**config.mk**
```make
export PLATFORM = sky130hd
export DESIGN_NAME = console_rx
export DESIGN_NICKNAME = d
export VERILOG_FILES = /design/src/rtl/console_rx.sv
export SDC_FILE = /design/constraint.sdc
export NUM_CORES = 1
export LEC_CHECK = 0
export BUFFER_PORTS_ARGS = -buffer_cell sky130_fd_sc_hd__buf_2
export CORE_MARGIN = 2
export CORE_UTILIZATION = 35
export CTS_CLUSTER_DIAMETER = 120
export CTS_CLUSTER_SIZE = 14
export DETAILED_ROUTE_END_ITERATION = 10
export PLACE_DENSITY_LB_ADDON = 0.05
export SYNTH_ARGS = -nofsm -noshare
export SYNTH_HDL_FRONTEND = slang
export SYNTH_SLANG_ARGS = --single-unit
```
**constraint.sdc**
```tcl
create_clock -name clk -period 2.8 [get_ports clk]
set_input_delay 0.42 -clock clk [delete_from_list [all_inputs] [get_ports clk]]
set_output_delay 0.42 -clock clk [all_outputs]
set_load 0.05 [all_outputs]
```
**src/rtl/console_rx.sv**
```systemverilog
// rtl/console_rx.sv - Wishbone B4 slave 8N1 UART receiver with receive FIFO
// Byte-level receive FSM feeding a small FIFO, exposed via RXDATA/STATUS registers.
module console_rx #(
  parameter int CLKS_PER_BIT = 434,
  parameter int FIFO_DEPTH   = 16
) (
  input  logic        clk,
  input  logic        rst,
  input  logic        wb_cyc,
  input  logic        wb_stb,
  input  logic        wb_we,
  input  logic [31:0] wb_adr,
  input  logic [31:0] wb_dat_i,
  output logic [31:0] wb_dat_o,
  output logic        wb_ack,
  input  logic        rx
);

  localparam int AW = $clog2(FIFO_DEPTH);
  localparam int CW = AW + 1;
  localparam int TW = $clog2(CLKS_PER_BIT + 1);
  localparam logic [TW-1:0] HALF_LAST = TW'(CLKS_PER_BIT / 2 - 1);
  localparam logic [TW-1:0] BIT_LAST  = TW'(CLKS_PER_BIT - 1);
  localparam logic [CW-1:0] DEPTH     = CW'(FIFO_DEPTH);

  typedef enum logic [2:0] {
    S_IDLE,
    S_START,
    S_DATA,
    S_STOP,
    S_WAIT_IDLE
  } state_t;

  state_t        state, state_nxt;
  logic [TW-1:0] cnt, cnt_nxt;
  logic [2:0]    idx, idx_nxt;
  logic [7:0]    shift, shift_nxt;
  logic          rx_m, rx_s;
  logic          push, ferr_set;

  logic [7:0]    mem [FIFO_DEPTH];
  logic [AW-1:0] wr_ptr, rd_ptr;
  logic [CW-1:0] count;
  logic          overflow, frame_err;
  logic          empty, full;
  logic          req, pop, push_ok, ovf_set, clr_ovf, clr_ferr;
  logic [31:0]   rd_mux;
  logic          unused_bits;

  // Two-flop synchroniser; idle-high so reset does not look like a start bit.
  always_ff @(posedge clk or negedge rst) begin
    if (!rst) begin
      rx_m <= 1'b1;
      rx_s <= 1'b1;
    end else begin
      rx_m <= rx;
      rx_s <= rx_m;
    end
  end

  always_ff @(posedge clk or negedge rst) begin
    if (!rst) begin
      state <= S_IDLE;
      cnt   <= '0;
      idx   <= '0;
      shift <= '0;
    end else begin
      state <= state_nxt;
      cnt   <= cnt_nxt;
      idx   <= idx_nxt;
      shift <= shift_nxt;
    end
  end

  always_comb begin
    state_nxt = state;
    cnt_nxt   = cnt + 1'b1;
    idx_nxt   = idx;
    shift_nxt = shift;
    push      = 1'b0;
    ferr_set  = 1'b0;
    unique case (state)
      S_IDLE: begin
        cnt_nxt = '0;
        if (!rx_s) state_nxt = S_START;
      end
      S_START: begin
        if (cnt == HALF_LAST) begin
          cnt_nxt   = '0;
          idx_nxt   = '0;
          state_nxt = rx_s ? S_IDLE : S_DATA;
        end
      end
      S_DATA: begin
        if (cnt == BIT_LAST) begin
          cnt_nxt        = '0;
          shift_nxt[idx] = rx_s;
          idx_nxt        = idx + 3'd1;
          if (idx == 3'd7) state_nxt = S_STOP;
        end
      end
      S_STOP: begin
        if (cnt == BIT_LAST) begin
          cnt_nxt   = '0;
          push      = rx_s;
          ferr_set  = !rx_s;
          state_nxt = S_WAIT_IDLE;
        end
      end
      S_WAIT_IDLE: begin
        // A held-low break line yields a single frame error, not a stream of them.
        cnt_nxt = '0;
        if (rx_s) state_nxt = S_IDLE;
      end
      default: state_nxt = S_IDLE;
    endcase
  end

  assign empty    = (count == '0);
  assign full     = (count == DEPTH);
  assign req      = wb_cyc & wb_stb & ~wb_ack;
  assign pop      = req & ~wb_we & (wb_adr[3:2] == 2'd0) & ~empty;
  assign clr_ovf  = req & wb_we & (wb_adr[3:2] == 2'd1) & wb_dat_i[1];
  assign clr_ferr = req & wb_we & (wb_adr[3:2] == 2'd1) & wb_dat_i[2];
  // A pop in the same cycle frees the slot, so a push into a full FIFO still lands.
  assign push_ok  = push & (~full | pop);
  assign ovf_set  = push & full & ~pop;

  assign unused_bits = ^{wb_adr[31:4], wb_adr[1:0], wb_dat_i[31:3], wb_dat_i[0]};

  always_comb begin
    rd_mux = '0;
    case (wb_adr[3:2])
      2'd0:    if (!empty) rd_mux = {24'b0, mem[rd_ptr]};
      2'd1:    rd_mux = {19'b0, 9'(count), 1'b0, frame_err, overflow, ~empty};
      default: rd_mux = '0;
    endcase
  end

  always_ff @(posedge clk or negedge rst) begin
    if (!rst) begin
      wb_ack   <= 1'b0;
      wb_dat_o <= '0;
    end else begin
      wb_ack   <= req;
      wb_dat_o <= (req && !wb_we) ? rd_mux : '0;
    end
  end

  always_ff @(posedge clk or negedge rst) begin
    if (!rst) begin
      wr_ptr    <= '0;
      rd_ptr    <= '0;
      count     <= '0;
      overflow  <= 1'b0;
      frame_err <= 1'b0;
    end else begin
      if (push_ok) wr_ptr <= wr_ptr + 1'b1;
      if (pop)     rd_ptr <= rd_ptr + 1'b1;
      count     <= count + CW'(push_ok) - CW'(pop);
      // Receiver set takes priority over a software clear in the same cycle.
      overflow  <= (overflow & ~clr_ovf) | ovf_set;
      frame_err <= (frame_err & ~clr_ferr) | ferr_set;
    end
  end

  always_ff @(posedge clk) begin
    if (push_ok) mem[wr_ptr] <= shift;
  end

endmodule

```
# Yosys cells after proc, flatten, opt, wreduce, memory -nomap -nowiden

Memories as Yosys holds them, arrays and structs flattened.
Index checks and enable logic that the tools add are counted.

Bitwise operators: 24
Magnitude comparators: 2
Equality and inequality tests: 15
Muxes and demuxes: 26
Add/sub/neg operators: 6
Reductions and logical operators: 13

Operators by type and width:

| kind                  | number |
|---|---|
| $pmux W32 S2          | 1 |
| $mux W32              | 1 |
| $pmux W9 S3           | 1 |
| $mux W3               | 8 |
| $mux W9               | 2 |
| $pmux W3 S5           | 1 |
| $and A1 B1 Y1         | 14 |
| $ne A2 B2 Y1 const B  | 6 |
| $add A9 B1 Y9 const B | 1 |
| $eq A9 B8 Y1 const B  | 1 |
| $eq A9 B9 Y1 const B  | 1 |
| $add A4 B1 Y4 const B | 2 |
| $bwmux W8             | 1 |
| $mux W8               | 1 |
| $mux W1               | 7 |
| $not A1 Y1            | 7 |
| $eq A3 B2 Y1 const B  | 2 |
| $eq A3 B3 Y1 const B  | 2 |
| $pmux W3 S2           | 1 |
| $reduce_and A6 Y1     | 1 |
| $add A5 B1 Y5         | 1 |
| $eq A5 B5 Y1 const B  | 1 |
| $logic_not A5 Y1      | 1 |
| $sub A5 B1 Y5         | 1 |
| 16 further kinds      | 21 |

Bits in registers: 73
Input port bits: 70
Memories kept: 1
Memory bits (writable): 128
Output and inout bits: 33
Word-level logic and storage cells: 100

Memories:

| name | words | bits a word | rd ports | clocked after memory_dff | wr ports | line | RTL |
|---|---|---|---|---|---|---|---|
| mem  | 16    | 8           | 1        | 0                        | 1        | 41   | `logic [7:0] mem [FIFO_DEPTH];` |

# Longest topological paths before layout

Depth after elaboration: 9
Gate-level depth with buffers: 15
Gate-level depth less buffers: 15

# Worst setup path before layout

Ideal clock, no wire load.

Path type: register to register
Start: register wb_ack
End: register count[4]
Cell stages (with the launch flop): 15
Data arrival time: 2.789 ns
Path slack: -0.069 ns
Path through: dfrtp_1 -> and3b_1 -> clkbuf_1 -> a21oi_1 -> nor3_2 -> inv_1 -> ha_1 -> inv_1 -> ha_1 -> inv_1 -> fa_1 -> inv_1 -> a21oi_1 -> o21bai_1 -> xnor2_1

Cells in the longest elaborated chain, start to end: 9

RTL lines:

| what                           | line | RTL |
|---|---|---|
| start: declaration             | 15   | `output logic wb_ack,` |
| start signal: assignment       | 145  | `wb_ack <= req;` |
| $not A1 Y1 (*)                 | 121  | `assign req = wb_cyc & wb_stb & ~wb_ack;` |
| $and A1 B1 Y1 (*)              | 121  |  |
| via req                        | 46   | `logic req, pop, push_ok, ovf_set, clr_ovf, clr_ferr;` |
| $and A1 B1 Y1 (*) (3 in a row) | 122  | `assign pop = req & ~wb_we & (wb_adr[3:2] == 2'd0) & ~empty;` |
| $or A1 B1 Y1                   | 126  | `assign push_ok = push & (~full \| pop);` |
| $and A1 B1 Y1                  | 126  |  |
| $add A5 B1 Y5                  | 160  | `count <= count + CW'(push_ok) - CW'(pop);` |
| $sub A5 B1 Y5 (*)              | 160  |  |
| end signal: assignment         | 160  |  |
| end: declaration               | 43   | `logic [CW-1:0] count;` |

The timed path passes the listed nets; every way through them passes the cells marked *.
A chain may end at the register's enable or synchronous reset.

# Worst setup path after layout

Start: register count[3]
End: register count[4]

Cells in the longest elaborated chain, start to end: 7
Elaborated cells between the ends (all ways): 9
Classes of those cells: add/sub (2); eq/ne (1); bitwise (5); reduce/logical (1)

RTL lines:

| what                 | line | RTL |
|---|---|---|
| $logic_not A5 Y1 (*) | 119  | `assign empty = (count == '0);` |
| $not A1 Y1 (*)       | 122  |  |
| $and A1 B1 Y1 (*)    | 122  |  |
| via pop              | 46   |  |
| $or A1 B1 Y1         | 126  |  |
| $and A1 B1 Y1        | 126  |  |
| $add A5 B1 Y5        | 160  |  |
| $sub A5 B1 Y5 (*)    | 160  |  |

Marked as above.

==> impl_metrics.env <==
export IMPL_final_core_util=0.4185
export IMPL_powerDensity_nw_per_um2=707.8
export IMPL_vias=4161
export IMPL_clk_path_buf_depth=2
export IMPL_crit_top_cell="inv_2"
export IMPL_ys_seq_area_frac=0.6657
export IMPL_synth_top_cells_by_area="edfxtp_1 (50%), dfrtp_1 (16%), mux4_2 (6.2%)"
export IMPL_synth_seq_cells=178
export IMPL_power_frac_comb=0.155
export IMPL_die_height_um=151.9
export IMPL_hold_class="in2async"
export IMPL_outcome="finished, final reports clean"
export IMPL_path_class="reg2reg"
export IMPL_reg2reg_from="count[3]"
export IMPL_antenna_found_initial=0
export IMPL_fin_nets=632
export IMPL_synth_edf_count=128
export IMPL_critPathRequiredTime_ns=3.16
export IMPL_finalSetupViolations=0
export IMPL_grt_max_degree=29
export IMPL_cp_start_kind="register"
export IMPL_dp_hpwl_mm=11.05
export IMPL_die_area_sq_um=23080
export IMPL_p_switching_mw=1.759
export IMPL_maxSlewHeadroom=0.5568
export IMPL_ys_warn_count=0
export IMPL_final_antenna_net_count=0
export IMPL_slew_viol_final=0
export IMPL_regArea_sq_um=5100
export IMPL_drcViolationCount=0
export IMPL_max_cap_violations=0
export IMPL_start_util=0.3542
export IMPL_worstPathArrival_ns=3.01
export IMPL_max_stage_delay_ns=0.48
export IMPL_fp_dieW_um=151.9
export IMPL_area_delta_synth_final_pct=18.15
export IMPL_cts_buffers_inserted=17
export IMPL_synth_top_area_share=0.5020
export IMPL_nFillCells=2004
export IMPL_cts_tree="done"
export IMPL_vdd_drop_max_mv=0.4078
export IMPL_cts_htree_levels=4
export IMPL_multi_input_area_sq_um=2381
export IMPL_yosysMostFrequentCell="edfxtp_1"
export IMPL_synth_area_leader_cell="edfxtp_1"
export IMPL_critPathCaptureType="register"
export IMPL_synth_async_reset_ratio=0.2809
export IMPL_internal_power_mw=4.644
export IMPL_overflow=0
export IMPL_netSwitchingFraction=0.2748
export IMPL_crit_fanout=2
export IMPL_dr_pass1_iters=6
export IMPL_p_clk_frac=0.373
export IMPL_clk_pin_slew_ns=0.07
export IMPL_grt_pass1_vias=4299
export IMPL_numPortBuffers=19
export IMPL_netlist_top_cells_count="edfxtp_1 (128), dfrtp_1 (48), buf_4 (24), nor2_1 (22), mux4_2 (21)"
export IMPL_ys_flop_type="edfxtp_1"
export IMPL_final_layout_size_suffix_gt1_frac=0.3226
export IMPL_cp_cell_sequence="inv_2 -> ha_4 -> or4b_4 -> nand3_2 -> inv_2 -> ha_4 -> inv_1 -> ha_2 -> inv_2 -> fa_2 -> inv_2 -> a21oi_1 -> o21bai_1 -> xnor2_1"
export IMPL_fmax_ghz=0.3771
export IMPL_drtIter0Drc=213
export IMPL_fin_worst_skew_ns=0.009277
export IMPL_slowest_stage="or4b_4"
export IMPL_core_area_sq_um=21620
export IMPL_wl_per_cell_um=19.83
export IMPL_synth_distinct_cells=56
export IMPL_syn_avg_cell_area_sq_um=16.43
export IMPL_syn_area_sq_um=7657
export IMPL_tightestPinTransition_ns=0.6604
export IMPL_grt_pass1_wl_mm=25.72
export IMPL_rrSetupSlack_ns=0.15
export IMPL_drt_wl_total_mm=16.62
export IMPL_grt_usage=0.1501
export IMPL_setup_tns_ns=0
export IMPL_synth_cells=466
export IMPL_clock_latency_ns=0.43
export IMPL_cts_sinks=178
export IMPL_r2r_end="count[4]"
export IMPL_rr_worst_depth=14
export IMPL_min_period_ns=2.652
export IMPL_hold_viol_final=0
export IMPL_p_seq_frac=0.472
export IMPL_pin_count=103
export IMPL_place_gp_congestion=0.7430
export IMPL_p_total_mw=6.404
export IMPL_post_route_period_util=0.9471
export IMPL_antenna_cells=0
export IMPL_cts_root_buf="clkbuf_16"
export IMPL_num_rows=54
export IMPL_avgViaCountPerCell=4.965
export IMPL_hold_buffers=0
export IMPL_p_leak_nw=3.851
cell type report:
| class | count | area share |
|---|---|---|
| Clock inverter | 15 | 0.01798 |
| Timing Repair Buffer | 80 | 0.06113 |
| Clock buffer | 17 | 0.04702 |
| Sequential cell | 178 | 0.5637 |
| Tap cell | 280 | 0.03872 |
| Multi-Input combinational cell | 248 | 0.2632 |
| Inverter | 20 | 0.008298 |
cells in the final DEF (no fill, tap or decap), types with 10 or more instances in the layout:
cell	n
and3_1	13
buf_2	19
buf_4	61
clkbuf_16	17
conb_1	23
dfrtp_1	46
edfxtp_1	128
ha_1	12
inv_1	13
mux2_2	18
mux4_2	21
nand2_1	20
nor2_1	22
xor2_1	10
critical path: cells and delay by family, from the launching register on:
kind / cells / cell delay (ns)
XOR/XNOR: 1 / 0.14
buffers and inverters: 5 / 0.29
AND/OR/NAND/NOR: 2 / 0.59
AO/OA/AOI/OAI: 2 / 0.21
adder cells (fa/ha/maj): 4 / 0.96
flip-flops: 1 / 0.39
stage by stage:
step	setup WS [ns]	std cells	instance area (sq um)	hold WS [ns]
6_report	0.1481	838	9047	0.009671
5_1_grt	-0.006499	838	9047	0.04789
4_1_cts	0.00003286	832	8925	0.02986
3_5_place_dp	-0.1728	794	8275	0.3489
3_3_place_gp	-0.1979	794	8275	0.3483
2_1_floorplan	0.01179	488	7741	0.1244
how the worst max path moves through the flow:
stage	start	endpoint	slack, ns
floorplan	wb_ack	count[4]	0.01
global placement	count[2]	count[4]	-0.20
detailed placement	count[3]	count[4]	-0.17
CTS	cnt[1]	count[4]	0.00003
global route	count[3]	count[4]	-0.006
finish	count[3]	count[4]	0.15
routing by layer:
layer | share of wire | track usage | wire length (um)
met5 | 0 | 0 | 0
met4 | 0.0076 | 0.04094 | 127
met3 | 0.031 | 0.03366 | 520
met2 | 0.50 | 0.2452 | 8260
met1 | 0.46 | 0.2034 | 7709
state kept, by name (all words and copies together), names as in the netlist, 4 cells and up:
signal    count
mem         128
cnt           9
wb_dat_o      9
shift         8
count         5
rd_ptr        4
wr_ptr        4
timing repair:
action / in CTS / in global routing
resized for setup: 5 / 16
pin swaps: 2 / 7
setup buffers: 6 / 6
setup endpoints to repair: 2 / 34
power by group through the flow:
stage	sequential, mW	combinational [mW]	clock (mW)
after floorplan	2.98	0.751	0
after global placement	3.08	0.906	0
after detailed placement	3.08	0.914	0
after CTS	3.03	0.926	2.44
after global routing	3.05	1.08	2.56
final	3.02	0.990	2.39
cells by family (layout without fill, tap and decap cells):
kind of cell,Yosys count,in the layout,share of synthesized area
DFF,178,178,0.6657
and+or+nand+nor,104,104,0.07778
other,1,23,0.0004897
AOI/OAI and AO/OA,31,31,0.03186
muxes,56,56,0.1296
adders and majority gates,17,17,0.02876
buffers and inverters,62,132,0.04640
xor gates and xnor gates,17,17,0.01944
Power figures use the tool's default switching activity.
